<file path="config.mk">
export PLATFORM = sky130hd
export DESIGN_NAME = posit_encoder_flat
export DESIGN_NICKNAME = d
export VERILOG_FILES = /design/src/rtl/posit_pkg.sv /design/src/rtl/posit_encoder_if.sv /design/src/rtl/posit_round.sv /design/src/rtl/posit_encoder.sv /design/src/flat_wrapper.sv
export SDC_FILE = /design/constraint.sdc
export NUM_CORES = 1
export LEC_CHECK = 0
export CAP_MARGIN = 20
export CORE_MARGIN = 2
export CORE_UTILIZATION = 40
export DETAILED_ROUTE_END_ITERATION = 6
export DONT_BUFFER_PORTS = 1
export GPL_TIMING_DRIVEN = 1
export PLACE_DENSITY = 0.58
export SETUP_SLACK_MARGIN = 0.5
export SLEW_MARGIN = 15
export SYNTH_ARGS = -nofsm -noshare
export SYNTH_HDL_FRONTEND = slang
export SYNTH_SLANG_ARGS = --single-unit
</file>
<file path="constraint.sdc">
create_clock -name clk -period 5.23 [get_ports clk]
set_input_delay 1.046 -clock clk [delete_from_list [all_inputs] [get_ports clk]]
set_output_delay 1.046 -clock clk [all_outputs]
set_load 0.02 [all_outputs]
</file>
<file path="src/rtl/posit_pkg.sv">
// Shared constants, FSM encoding and helpers for the posit encoder.
package posit_pkg;

  localparam int POSIT_N  = 32;
  localparam int POSIT_ES = 2;
  localparam int POSIT_FW = POSIT_N - POSIT_ES - 3;
  localparam int SCALE_W  = 10;

  typedef enum logic [1:0] {
    IDLE  = 2'd0,
    PACK  = 2'd1,
    ROUND = 2'd2,
    DONE  = 2'd3
  } enc_state_t;

  // Width-generic special patterns (valid for n <= 64); callers size-cast to n bits.
  function automatic logic [63:0] nar_word(input int n);
    return 64'(1) << (n - 1);
  endfunction

  function automatic logic [63:0] maxpos_word(input int n);
    return nar_word(n) - 64'd1;
  endfunction

  localparam logic [POSIT_N-1:0] NAR    = POSIT_N'(nar_word(POSIT_N));
  localparam logic [POSIT_N-1:0] ZERO   = '0;
  localparam logic [POSIT_N-1:0] MAXPOS = POSIT_N'(maxpos_word(POSIT_N));
  localparam logic [POSIT_N-1:0] MINPOS = POSIT_N'(1);

endpackage

</file>
<file path="src/rtl/posit_encoder_if.sv">
// Request/result bundle between a requester (master) and the encoder (slave).
interface posit_encoder_if
  import posit_pkg::*;
#(
  parameter int N  = POSIT_N,
  parameter int ES = POSIT_ES,
  parameter int FW = N - ES - 3
);

  logic                      encoder_start;
  logic                      sign_in;
  logic signed [SCALE_W-1:0] scale_in;
  logic [FW-1:0]             frac_in;
  logic                      zero_in;
  logic                      nar_in;
  logic [N-1:0]              posit_out;
  logic                      encode_done;
  logic                      busy;

  modport master (
    output encoder_start, sign_in, scale_in, frac_in, zero_in, nar_in,
    input  posit_out, encode_done, busy
  );

  modport slave (
    input  encoder_start, sign_in, scale_in, frac_in, zero_in, nar_in,
    output posit_out, encode_done, busy
  );

endinterface

</file>
<file path="src/rtl/posit_round.sv">
// Round-to-nearest-even of a 2N-bit MSB-aligned regime|e|frac field down to
// an (N-1)-bit magnitude, then clamp into [minpos, maxpos].
module posit_round
  import posit_pkg::*;
#(
  parameter int N = POSIT_N
) (
  input  logic [2*N-1:0] field,
  input  logic           sat_hi,
  input  logic           sat_lo,
  output logic [N-1:0]   mag
);

  localparam logic [N-1:0] MAXPOS_W = N'(maxpos_word(N));
  localparam logic [N-1:0] MINPOS_W = {{(N-1){1'b0}}, 1'b1};

  logic [N-2:0] top;
  logic         guard;
  logic         sticky;
  logic         rnd;
  logic [N-1:0] sum;

  // Round on guard/sticky, then clamp so a nonzero value never becomes 0 or NaR.
  always_comb begin
    top    = field[2*N-1:N+1];
    guard  = field[N];
    sticky = |field[N-1:0];
    rnd    = guard & (top[0] | sticky);
    sum    = {1'b0, top} + {{(N-1){1'b0}}, rnd};
    if (sat_hi)          mag = MAXPOS_W;
    else if (sat_lo)     mag = MINPOS_W;
    else if (sum[N-1])   mag = MAXPOS_W;
    else if (sum == '0)  mag = MINPOS_W;
    else                 mag = sum;
  end

endmodule

</file>
<file path="src/rtl/posit_encoder.sv">
// Multi-cycle posit encoder: captures sign/scale/fraction, packs the
// regime|exponent|fraction field, rounds, and presents the N-bit posit.
module posit_encoder
  import posit_pkg::*;
#(
  parameter int N  = POSIT_N,
  parameter int ES = POSIT_ES,
  parameter int FW = N - ES - 3
) (
  input  logic           clk,
  input  logic           rst,
  posit_encoder_if.slave bus
);

  localparam logic [N-1:0]       NAR_W    = N'(nar_word(N));
  localparam logic [N-1:0]       ZERO_W   = '0;
  localparam int                 SAT_LIM  = (N - 2) * (2 ** ES);
  localparam int                 PAD      = 2*N - 1 - ES - FW;
  localparam logic [SCALE_W:0]   RUN_MAX  = (SCALE_W+1)'(N - 1);
  localparam logic [SCALE_W:0]   RUN_ONE  = (SCALE_W+1)'(1);
  localparam logic [2*N-1:0]     ALL_ONES = '1;

  enc_state_t state_q, state_d;

  logic                      sign_q, zero_q, nar_q;
  logic signed [SCALE_W-1:0] scale_q;
  logic [FW-1:0]             frac_q;

  logic signed [SCALE_W-1:0] k;
  logic [ES-1:0]             e_bits;
  logic [SCALE_W:0]          run_raw, run_len;
  logic [2*N-1:0]            tail;
  logic [2*N-1:0]            field_d, field_q;
  logic                      sat_hi_d, sat_lo_d, sat_hi_q, sat_lo_q;

  logic [N-1:0]              mag;
  logic [N-1:0]              word_d;
  logic [N-1:0]              posit_q;
  logic                      is_busy, is_done;
  logic                      accept;

  assign accept = (state_q == IDLE) && bus.encoder_start;

  // State register.
  // NOTE: sequential logic uses non-blocking assignments so every register samples pre-edge values.
  always_ff @(posedge clk) begin
    if (rst) state_q <= IDLE;
    else     state_q <= state_d;
  end

  // Next-state logic; start is only looked at in IDLE, so it never queues.
  // NOTE: state_d gets a default before the case so no path can infer a latch.
  always_comb begin
    state_d = state_q;
    case (state_q)
      IDLE:    if (bus.encoder_start) state_d = (bus.nar_in || bus.zero_in) ? DONE : PACK;
      PACK:    state_d = ROUND;
      ROUND:   state_d = DONE;
      DONE:    state_d = IDLE;
      default: state_d = IDLE;
    endcase
  end

  // Status outputs decoded from the current state.
  always_comb begin
    is_busy = (state_q != IDLE);
    is_done = (state_q == DONE);
  end

  // Capture the request when it is accepted.
  // NOTE: data registers are reset as well, so a reset leaves no stale operand behind.
  always_ff @(posedge clk) begin
    if (rst) begin
      sign_q  <= 1'b0;
      scale_q <= '0;
      frac_q  <= '0;
      zero_q  <= 1'b0;
      nar_q   <= 1'b0;
    end else if (accept) begin
      sign_q  <= bus.sign_in;
      scale_q <= bus.scale_in;
      frac_q  <= bus.frac_in;
      zero_q  <= bus.zero_in;
      nar_q   <= bus.nar_in;
    end
  end

  // Split scale into regime k and exponent e, then lay out regime|e|frac MSB-first.
  always_comb begin
    k      = scale_q >>> ES;
    e_bits = scale_q[ES-1:0];
    if (k[SCALE_W-1]) run_raw = -{k[SCALE_W-1], k};
    else              run_raw = {1'b0, k} + RUN_ONE;
    run_len  = (run_raw > RUN_MAX) ? RUN_MAX : run_raw;
    // Terminator is 0 after a run of ones (k>=0) and 1 after a run of zeros (k<0).
    tail     = {k[SCALE_W-1], e_bits, frac_q, {PAD{1'b0}}};
    field_d  = (k[SCALE_W-1] ? '0 : ~(ALL_ONES >> run_len)) | (tail >> run_len);
    sat_hi_d = int'(scale_q) > SAT_LIM;
    sat_lo_d = int'(scale_q) < -SAT_LIM;
  end

  // PACK stage register feeding the rounder.
  always_ff @(posedge clk) begin
    if (rst) begin
      field_q  <= '0;
      sat_hi_q <= 1'b0;
      sat_lo_q <= 1'b0;
    end else if (state_q == PACK) begin
      field_q  <= field_d;
      sat_hi_q <= sat_hi_d;
      sat_lo_q <= sat_lo_d;
    end
  end

  posit_round #(.N(N)) u_round (
    .field  (field_q),
    .sat_hi (sat_hi_q),
    .sat_lo (sat_lo_q),
    .mag    (mag)
  );

  // Apply the sign last; captured flags still win so the word is always consistent.
  always_comb begin
    if (nar_q)       word_d = NAR_W;
    else if (zero_q) word_d = ZERO_W;
    else             word_d = sign_q ? -mag : mag;
  end

  // Result register: loaded only on entry to DONE, so it holds between results.
  always_ff @(posedge clk) begin
    if (rst)                                              posit_q <= '0;
    else if (accept && (bus.nar_in || bus.zero_in))       posit_q <= bus.nar_in ? NAR_W : ZERO_W;
    else if (state_q == ROUND)                            posit_q <= word_d;
  end

  assign bus.posit_out   = posit_q;
  assign bus.encode_done = is_done;
  assign bus.busy        = is_busy;

endmodule

</file>
<file path="src/flat_wrapper.sv">
// flat-port wrapper written by rule: the top's interface ports become plain ports
module posit_encoder_flat import posit_pkg::*;
#(
  parameter int N  = POSIT_N,
  parameter int ES = POSIT_ES,
  parameter int FW = N - ES - 3
)
  (clk, rst, bus_encoder_start, bus_sign_in, bus_scale_in, bus_frac_in, bus_zero_in, bus_nar_in, bus_posit_out, bus_encode_done, bus_busy);
  posit_encoder_if #(.N(N), .ES(ES), .FW(FW)) bus_i ();
  input  logic clk;
  input  logic rst;
  input wire logic [$bits(bus_i.encoder_start)-1:0] bus_encoder_start;
  input wire logic [$bits(bus_i.sign_in)-1:0] bus_sign_in;
  input wire logic [$bits(bus_i.scale_in)-1:0] bus_scale_in;
  input wire logic [$bits(bus_i.frac_in)-1:0] bus_frac_in;
  input wire logic [$bits(bus_i.zero_in)-1:0] bus_zero_in;
  input wire logic [$bits(bus_i.nar_in)-1:0] bus_nar_in;
  output wire logic [$bits(bus_i.posit_out)-1:0] bus_posit_out;
  output wire logic [$bits(bus_i.encode_done)-1:0] bus_encode_done;
  output wire logic [$bits(bus_i.busy)-1:0] bus_busy;
  assign bus_i.encoder_start = bus_encoder_start;
  assign bus_i.sign_in = bus_sign_in;
  assign bus_i.scale_in = bus_scale_in;
  assign bus_i.frac_in = bus_frac_in;
  assign bus_i.zero_in = bus_zero_in;
  assign bus_i.nar_in = bus_nar_in;
  assign bus_posit_out = bus_i.posit_out;
  assign bus_encode_done = bus_i.encode_done;
  assign bus_busy = bus_i.busy;
  posit_encoder #(.N(N), .ES(ES), .FW(FW)) u_core (.clk(clk), .rst(rst), .bus(bus_i));
endmodule
</file>
==> run summary <==
FF+latch area = 2810 um^2
Synth async-reset ratio = 0%
WHS = 0.460 ns
Area grow syn2layout = 6.58%
Iter 0 DRT Violations = 1,250
Final hold violation count = 0
Antenna violations before repair = 0
Via Count = 11,300
Most common cell after layout, fill and taps aside = nand2_1
Reg2Reg Setup Slack = 0.94 ns
Ys flop type = dfxtp_1
Power per Cell Area = 682 nW/um^2
Die W = 169 um
Slew HR = 29.7%
Register area share after synthesis = 25.8%
Worst Path Max Fanout = 14
CTS Buffer Depth = 2
Largest family of logic cells by synthesized area = simple AND/OR/NAND/NOR gates
Synth Area in Simple Gates = 28.8%
Post-synthesis mux area share = 7.13%
DRT Pass-1 Iters = 6
Syn Nets = 1,549
Vias in the first global route = 10,500
Final nets = 1,473
CP Launch Type = register
Fillers = 2,802
Synth unique cells = 98
DRT antenna net count = 0
Setup violators final = 0
RSZ-0062 raised after global routing = no
CP Data Arrival Time = 4.63 ns
CTS Sinks = 140
Worst Path Required = 5.57 ns
Post-Synth XOR/XNOR Area = 3.54%
Hold Path Depth = 1
Post-synthesis register bit count = 140
CTS buffer count = 17
Gate Count Post-Synth = 1,497
Num rows = 60
Dpl cells = 1,741
HP Start = u_core.field_q[17]
Final Cycle Share = 81.9%
Crit. End Element = register
Synth Cell Area = 10,900 um^2
Full die area = 28,500 um^2
I/O Pins = 77
Status = completed
# DRC = 0
CTS tree = built
CTS HTree Levels = 4
Final Max Slew Viols = 0
Most frequent cells in the layout = 235 x nand2_1, 143 x nor2_1, 138 x dfxtp_1
Largest net degree at the start of global routing = 103
Leakage = 4.20 nW
Clock Latency Late Sink = 0.44 ns
Gpl congestion = 0.943
Final Critical Period = 4.29 ns
Reg clk slew, reported paths = 0.07 ns
WS Path Type = register to register
Reg2Reg Depth = 17
Final std cells w/o fill = 1,775
Max cap viols = 0
Hold_buf cts = 0
Hold Path Class = register to register
Routed wire length = 38.0 mm
Adder-Cell Fraction of Synth Area = 1.03%
Hold Path End = u_core.field_q[17]
Via density = 6.36
Grt total ovfl = 0
Reg2Reg Capture Point = u_core.bus.posit_out[30]
Synth warn = 0
Worst r2r src = u_core.field_q[32]
TNS Setup = 0 ns
Share of cells above drive strength 1 = 9.97%
First-pass GRT wire length = 59.9 mm
Highest Clock Rate = 233 MHz
Post-CTS setup buffer count = 0
Wire per inst = 21.4 um
Worst VDD drop = 0.262 mV
Detailed Place HPWL = 28.1 mm
IO Port Bufs = 0
EDFF count, synth = 0
Die height = 169 um
Worst-Margin Slew = 1.05 ns
Initial Util = 40.6%
Synth Area in Compound Gates = 27.6%
CORE AREA = 26,800 um^2
Root Driver = clkbuf_16
Gr usage total = 26.4%
Setup Skew = 0.0210 ns
ANT cells = 0
Area of the multi-input gates = 7440 um^2
Syn_area_per_cell = 7.27 um^2
==> worst max-delay path by stage <==
stage | from | end | slack (ns) | cells after the start
5_1_grt | u_core.field_q[32] | u_core.bus.posit_out[28] | 0.60 | 17
3_5_place_dp | u_core.field_q[32] | u_core.bus.posit_out[22] | 0.66 | 17
2_1_floorplan | u_core.field_q[32] | u_core.bus.posit_out[22] | 1.32 | 17
4_1_cts | u_core.field_q[32] | u_core.bus.posit_out[22] | 0.64 | 17
3_3_place_gp | u_core.field_q[32] | u_core.bus.posit_out[22] | 0.76 | 17
6_report | u_core.field_q[32] | u_core.bus.posit_out[30] | 0.94 | 17
==> sequential cells by signal, indices dropped and copies added, names as in the netlist <==
| signal | count |
|---|---|
| u_core.field_q | 64 |
| u_core.bus.posit_out | 32 |
| u_core.frac_q | 27 |
| u_core.scale_q | 10 |
| u_core.state_q | 2 |
| u_core.nar_q | 1 |
| u_core.sat_hi_q | 1 |
| u_core.sat_lo_q | 1 |
| u_core.sign_q | 1 |
| u_core.zero_q | 1 |
==> metal layers <==
| layer | wire (um) | part of all wire (%) | GRT usage (%) | vias to the layer above |
|---|---|---|---|---|
| li1 | - | - | - | 5361 |
| met1 | 16200 | 43 | 33.4 | 5361 |
| met2 | 17700 | 47 | 43.5 | 452 |
| met3 | 2220 | 5.8 | 4.12 | 107 |
| met4 | 1920 | 5.0 | 13.3 | 0 |
| met5 | 0 | 0 | 0 | - |
==> per-stage QoR <==
stage | worst slack, ns | instance area, um^2 | util (%) | total power (W)
2_1_floorplan | 1.32 | 10900 | - | 0.00528
3_3_place_gp | 0.765 | 11000 | 41.1 | 0.00661
3_5_place_dp | 0.659 | 11000 | 41.1 | 0.00662
4_1_cts | 0.641 | 11600 | 43.1 | 0.00782
5_1_grt | 0.601 | 11600 | 43.3 | 0.00844
6_report | 0.945 | 11600 | 43.3 | 0.00791
==> power breakdown <==
group	switching (W)	internal [W]
combinational	0.00316	0.00173
sequential	0.000518	0.00133
clock	0.000552	0.000624
total	0.00423	0.00369
==> timing repair <==
action,4_1_cts,5_1_grt
endpoints found under the hold margin,0,0
setup endpoints to repair,0,14
gates resized for setup,0,6
==> cell usage after synthesis, types with 26 or more instances <==
cell,number,area share (%)
a211oi_1,28,1.9
nand2_1,236,8.1
a21oi_1,127,5.8
mux2i_1,64,5.9
buf_2,35,1.6
nand3_1,47,2.2
xnor2_1,26,2.1
nor3_1,63,2.9
o21ai_0,69,3.2
dfxtp_1,140,26
clkbuf_1,76,2.6
nor2_1,146,5.0
==> critical path, cell delays in order (launching register included) <==
cell and delay, ns:
dfxtp_1 0.45, and2_2 0.19, ha_2 0.33, and2_1 0.29, nand3_1 0.19, nor4_1 0.44, o21ai_0 0.15, a22oi_1 0.16
buf_4 0.21, o21ai_1 0.12, inv_1 0.10, ha_1 0.21, and2_1 0.18, a31oi_2 0.16, nor4_4 0.42, nand4b_1 0.16
and3_1 0.22, o31ai_2 0.19
==> area by class of cell <==
| type | count | share of cell area, % |
|---|---|---|
| clock inverters | 15 | 1.09 |
| well taps | 341 | 3.68 |
| repair buffers | 39 | 2.70 |
| multi-input cells | 1206 | 64.1 |
| inverters | 17 | 0.550 |
| flip-flops and latches | 140 | 24.2 |
| clock buffers | 17 | 3.67 |
==> cells by family (layout without fill, tap and decap cells) <==
kind of cell / after synthesis / in the layout
compound gates: 440 / 440
xor+xnor: 44 / 44
fa+ha+maj: 9 / 9
buf+inv: 151 / 88
flops: 140 / 140
mux: 75 / 75
simple gates: 638 / 638
No activity file was read; power rests on OpenSTA's default activity.
==> edit, RTL diff (same flow settings) <==
Reset style: asynchronous (`rst`), changed in 4 clocked blocks.
--- a/src/rtl/posit_encoder.sv
+++ b/src/rtl/posit_encoder.sv
@@ -44,5 +44,5 @@
   // State register.
   // NOTE: sequential logic uses non-blocking assignments so every register samples pre-edge values.
-  always_ff @(posedge clk) begin
+  always_ff @(posedge clk or posedge rst) begin
     if (rst) state_q <= IDLE;
     else     state_q <= state_d;
@@ -70,5 +70,5 @@
   // Capture the request when it is accepted.
   // NOTE: data registers are reset as well, so a reset leaves no stale operand behind.
-  always_ff @(posedge clk) begin
+  always_ff @(posedge clk or posedge rst) begin
     if (rst) begin
       sign_q  <= 1'b0;
@@ -101,5 +101,5 @@
 
   // PACK stage register feeding the rounder.
-  always_ff @(posedge clk) begin
+  always_ff @(posedge clk or posedge rst) begin
     if (rst) begin
       field_q  <= '0;
@@ -128,5 +128,5 @@
 
   // Result register: loaded only on entry to DONE, so it holds between results.
-  always_ff @(posedge clk) begin
+  always_ff @(posedge clk or posedge rst) begin
     if (rst)                                              posit_q <= '0;
     else if (accept && (bus.nar_in || bus.zero_in))       posit_q <= bus.nar_in ? NAR_W : ZERO_W;
Formal check against the unedited RTL: differs if rst is asserted again (counterexample within 4 cycles, from zero or initial values and one cycle with rst high); with rst held inactive, the same outputs for 4 cycles.
==> edit against the original RTL <==
  * Sequential cell count is the same
  * Clock skew shrank 0.0075 ns
  * Wire length down 9.1%
  * Design area decreased by 0.56%
  * Setup slack better by 0.026 ns
  * Area after synthesis decreased by 0.87%
Power is left out: the tool's default activity adds up to more than one toggle a clock period on the data nets, which glitch-free logic cannot reach.
==> edit: results (changes against the original RTL) <==
| Metric | Value |
|---|---|
| Nets@finish | 1310 (was 1473) |
| Largest cells by area after synthesis | dfrtp_1 32%, mux2_2 5.5%, nor2_1 5.4% (was dfxtp_1 26%, nand2_1 8.1%, mux2i_1 5.9%) |
| Status | finished clean (unchanged) |
| Filler cell count | 2748 (was 2802) |
| Dpl ws | 1.050 ns (was 0.6594 ns) |
| First-pass GRT wire length | 55.38 mm (was 59.86 mm) |
| Synth async-reset ratio | 1.000 (was 0) |
| Arrival time at the worst endpoint | 4.56 ns (was 4.63 ns) |
| Largest reg by FF count | u_core.field_q (unchanged) |
| Largest net degree at the start of global routing | 141 (was 103) |
| Sequential area share after synthesis | 0.3248 (was 0.2575) |
| Initial drt markers | 1051 (was 1250) |
| Clk_skew | 0.01355 ns (was 0.02102 ns) |
| Flop-to-flop setup slack | 0.97 ns (was 0.94 ns) |
| Synth unique cells | 101 (was 98) |
| Placed Area | 10960 um2 (was 11000 um2) |
| CP delay by family, top | compound AO/OA/AOI/OAI gates (was simple AND/OR/NAND/NOR gates) |
| Total wire length | 34.53 mm (was 38.00 mm) |
| Placer Congestion | 0.9174 (was 0.9432) |
| Total global-route track usage | 0.2459 (was 0.2637) |
| Dpl hpwl | 24.90 mm (was 28.09 mm) |
| Max stage delay on crit path | 0.50 ns (was 0.45 ns) |
| Vias in the first global route | 9829 (was 10496) |
| Layout cells sized above 1 | 0.1348 (was 0.09972) |
| Commonest cells in the netlist | 154 x nor2_1, 140 x dfrtp_1, 124 x nand2_1 (was 236 x nand2_1, 146 x nor2_1, 140 x dfxtp_1) |
| Primary FF master, synth | dfrtp_1 (was dfxtp_1) |
| Via Count | 10179 (was 11281) |
| Storage element area | 3503 um2 (was 2805 um2) |
| Slowest-stage cell, CP | nor4_1 (was dfxtp_1) |
| Critical Path Fanout Max | 9 (was 14) |
| Worst Max-Slew Pin Slew | 0.8936 ns (was 1.050 ns) |
| Fmax | 0.2348 GHz (was 0.2334 GHz) |
| Post-Syn Nets | 1373 (was 1549) |
-- edit: changes by cell type after synthesis, sizes merged, moves of 17 or more --
cell    delta
dfrtp    +140
dfxtp    -140
nand2    -110
mux2i     -50
mux2      +44
a21oi     -39
nor3      -37
o21ai     +26
a211oi    -19
clkbuf    -17
o22a      +17
-- edit: worst min-delay path, stage by stage (launching register included) --
cell     delay (ns)
dfrtp_1        0.35
nand2_1        0.05
nand3_1        0.05
-- edit: metrics by stage --
stage / hold WS, ns / cells / util
floorplan: 0.4525 / 1321 / -
global placement: 0.4688 / 1580 / 0.4102
detailed placement: 0.4693 / 1580 / 0.4102
CTS: 0.4843 / 1610 / 0.4313
global route: 0.5038 / 1610 / 0.4316
finish: 0.4861 / 1610 / 0.4316
-- edit: final cells by class --
class | count | area share
Clock inverter | 11 | 0.01041
Clock buffer | 19 | 0.03840
Timing Repair Buffer | 31 | 0.02126
Inverter | 31 | 0.01041
Sequential cell | 140 | 0.3038
Multi-Input combinational cell | 1037 | 0.5788
Tap cell | 341 | 0.03699
-- edit: cell families (layout without fill, tap and decap cells) --
| family | count (synthesis) | after routing | synth area share |
|---|---|---|---|
| XOR/XNOR | 53 | 53 | 0.04303 |
| multiplexers | 69 | 69 | 0.07144 |
| AO/OA/AOI/OAI | 416 | 416 | 0.2654 |
| buffers and inverters | 144 | 92 | 0.05927 |
| adder cells (fa/ha/maj) | 9 | 9 | 0.01044 |
| flip-flops | 140 | 140 | 0.3248 |
| AND/OR/NAND/NOR | 490 | 490 | 0.2257 |
-- edit: layer usage --
| metal | GRT usage | share of wire | up-vias |
|---|---|---|---|
| li1 | - | - | 4780 |
| met1 | 0.3472 | 0.46 | 4966 |
| met2 | 0.3829 | 0.45 | 366 |
| met3 | 0.04208 | 0.060 | 67 |
| met4 | 0.08096 | 0.029 | 0 |
| met5 | 0 | 0 | - |
-- edit: worst paths after layout --
kind | to | start | cells past startpoint
worst max-delay path | u_core.bus.posit_out[30] | u_core.field_q[32] | 15
min in group asynchronous | u_core.field_q[0] | rst | 2
worst min-delay path | u_core.field_q[25] | u_core.field_q[25] | 2
worst max register to register | u_core.bus.posit_out[30] | u_core.field_q[32] | 15
max in group asynchronous | u_core.bus.posit_out[24] | rst | 2
worst min register to register | u_core.field_q[25] | u_core.field_q[25] | 2
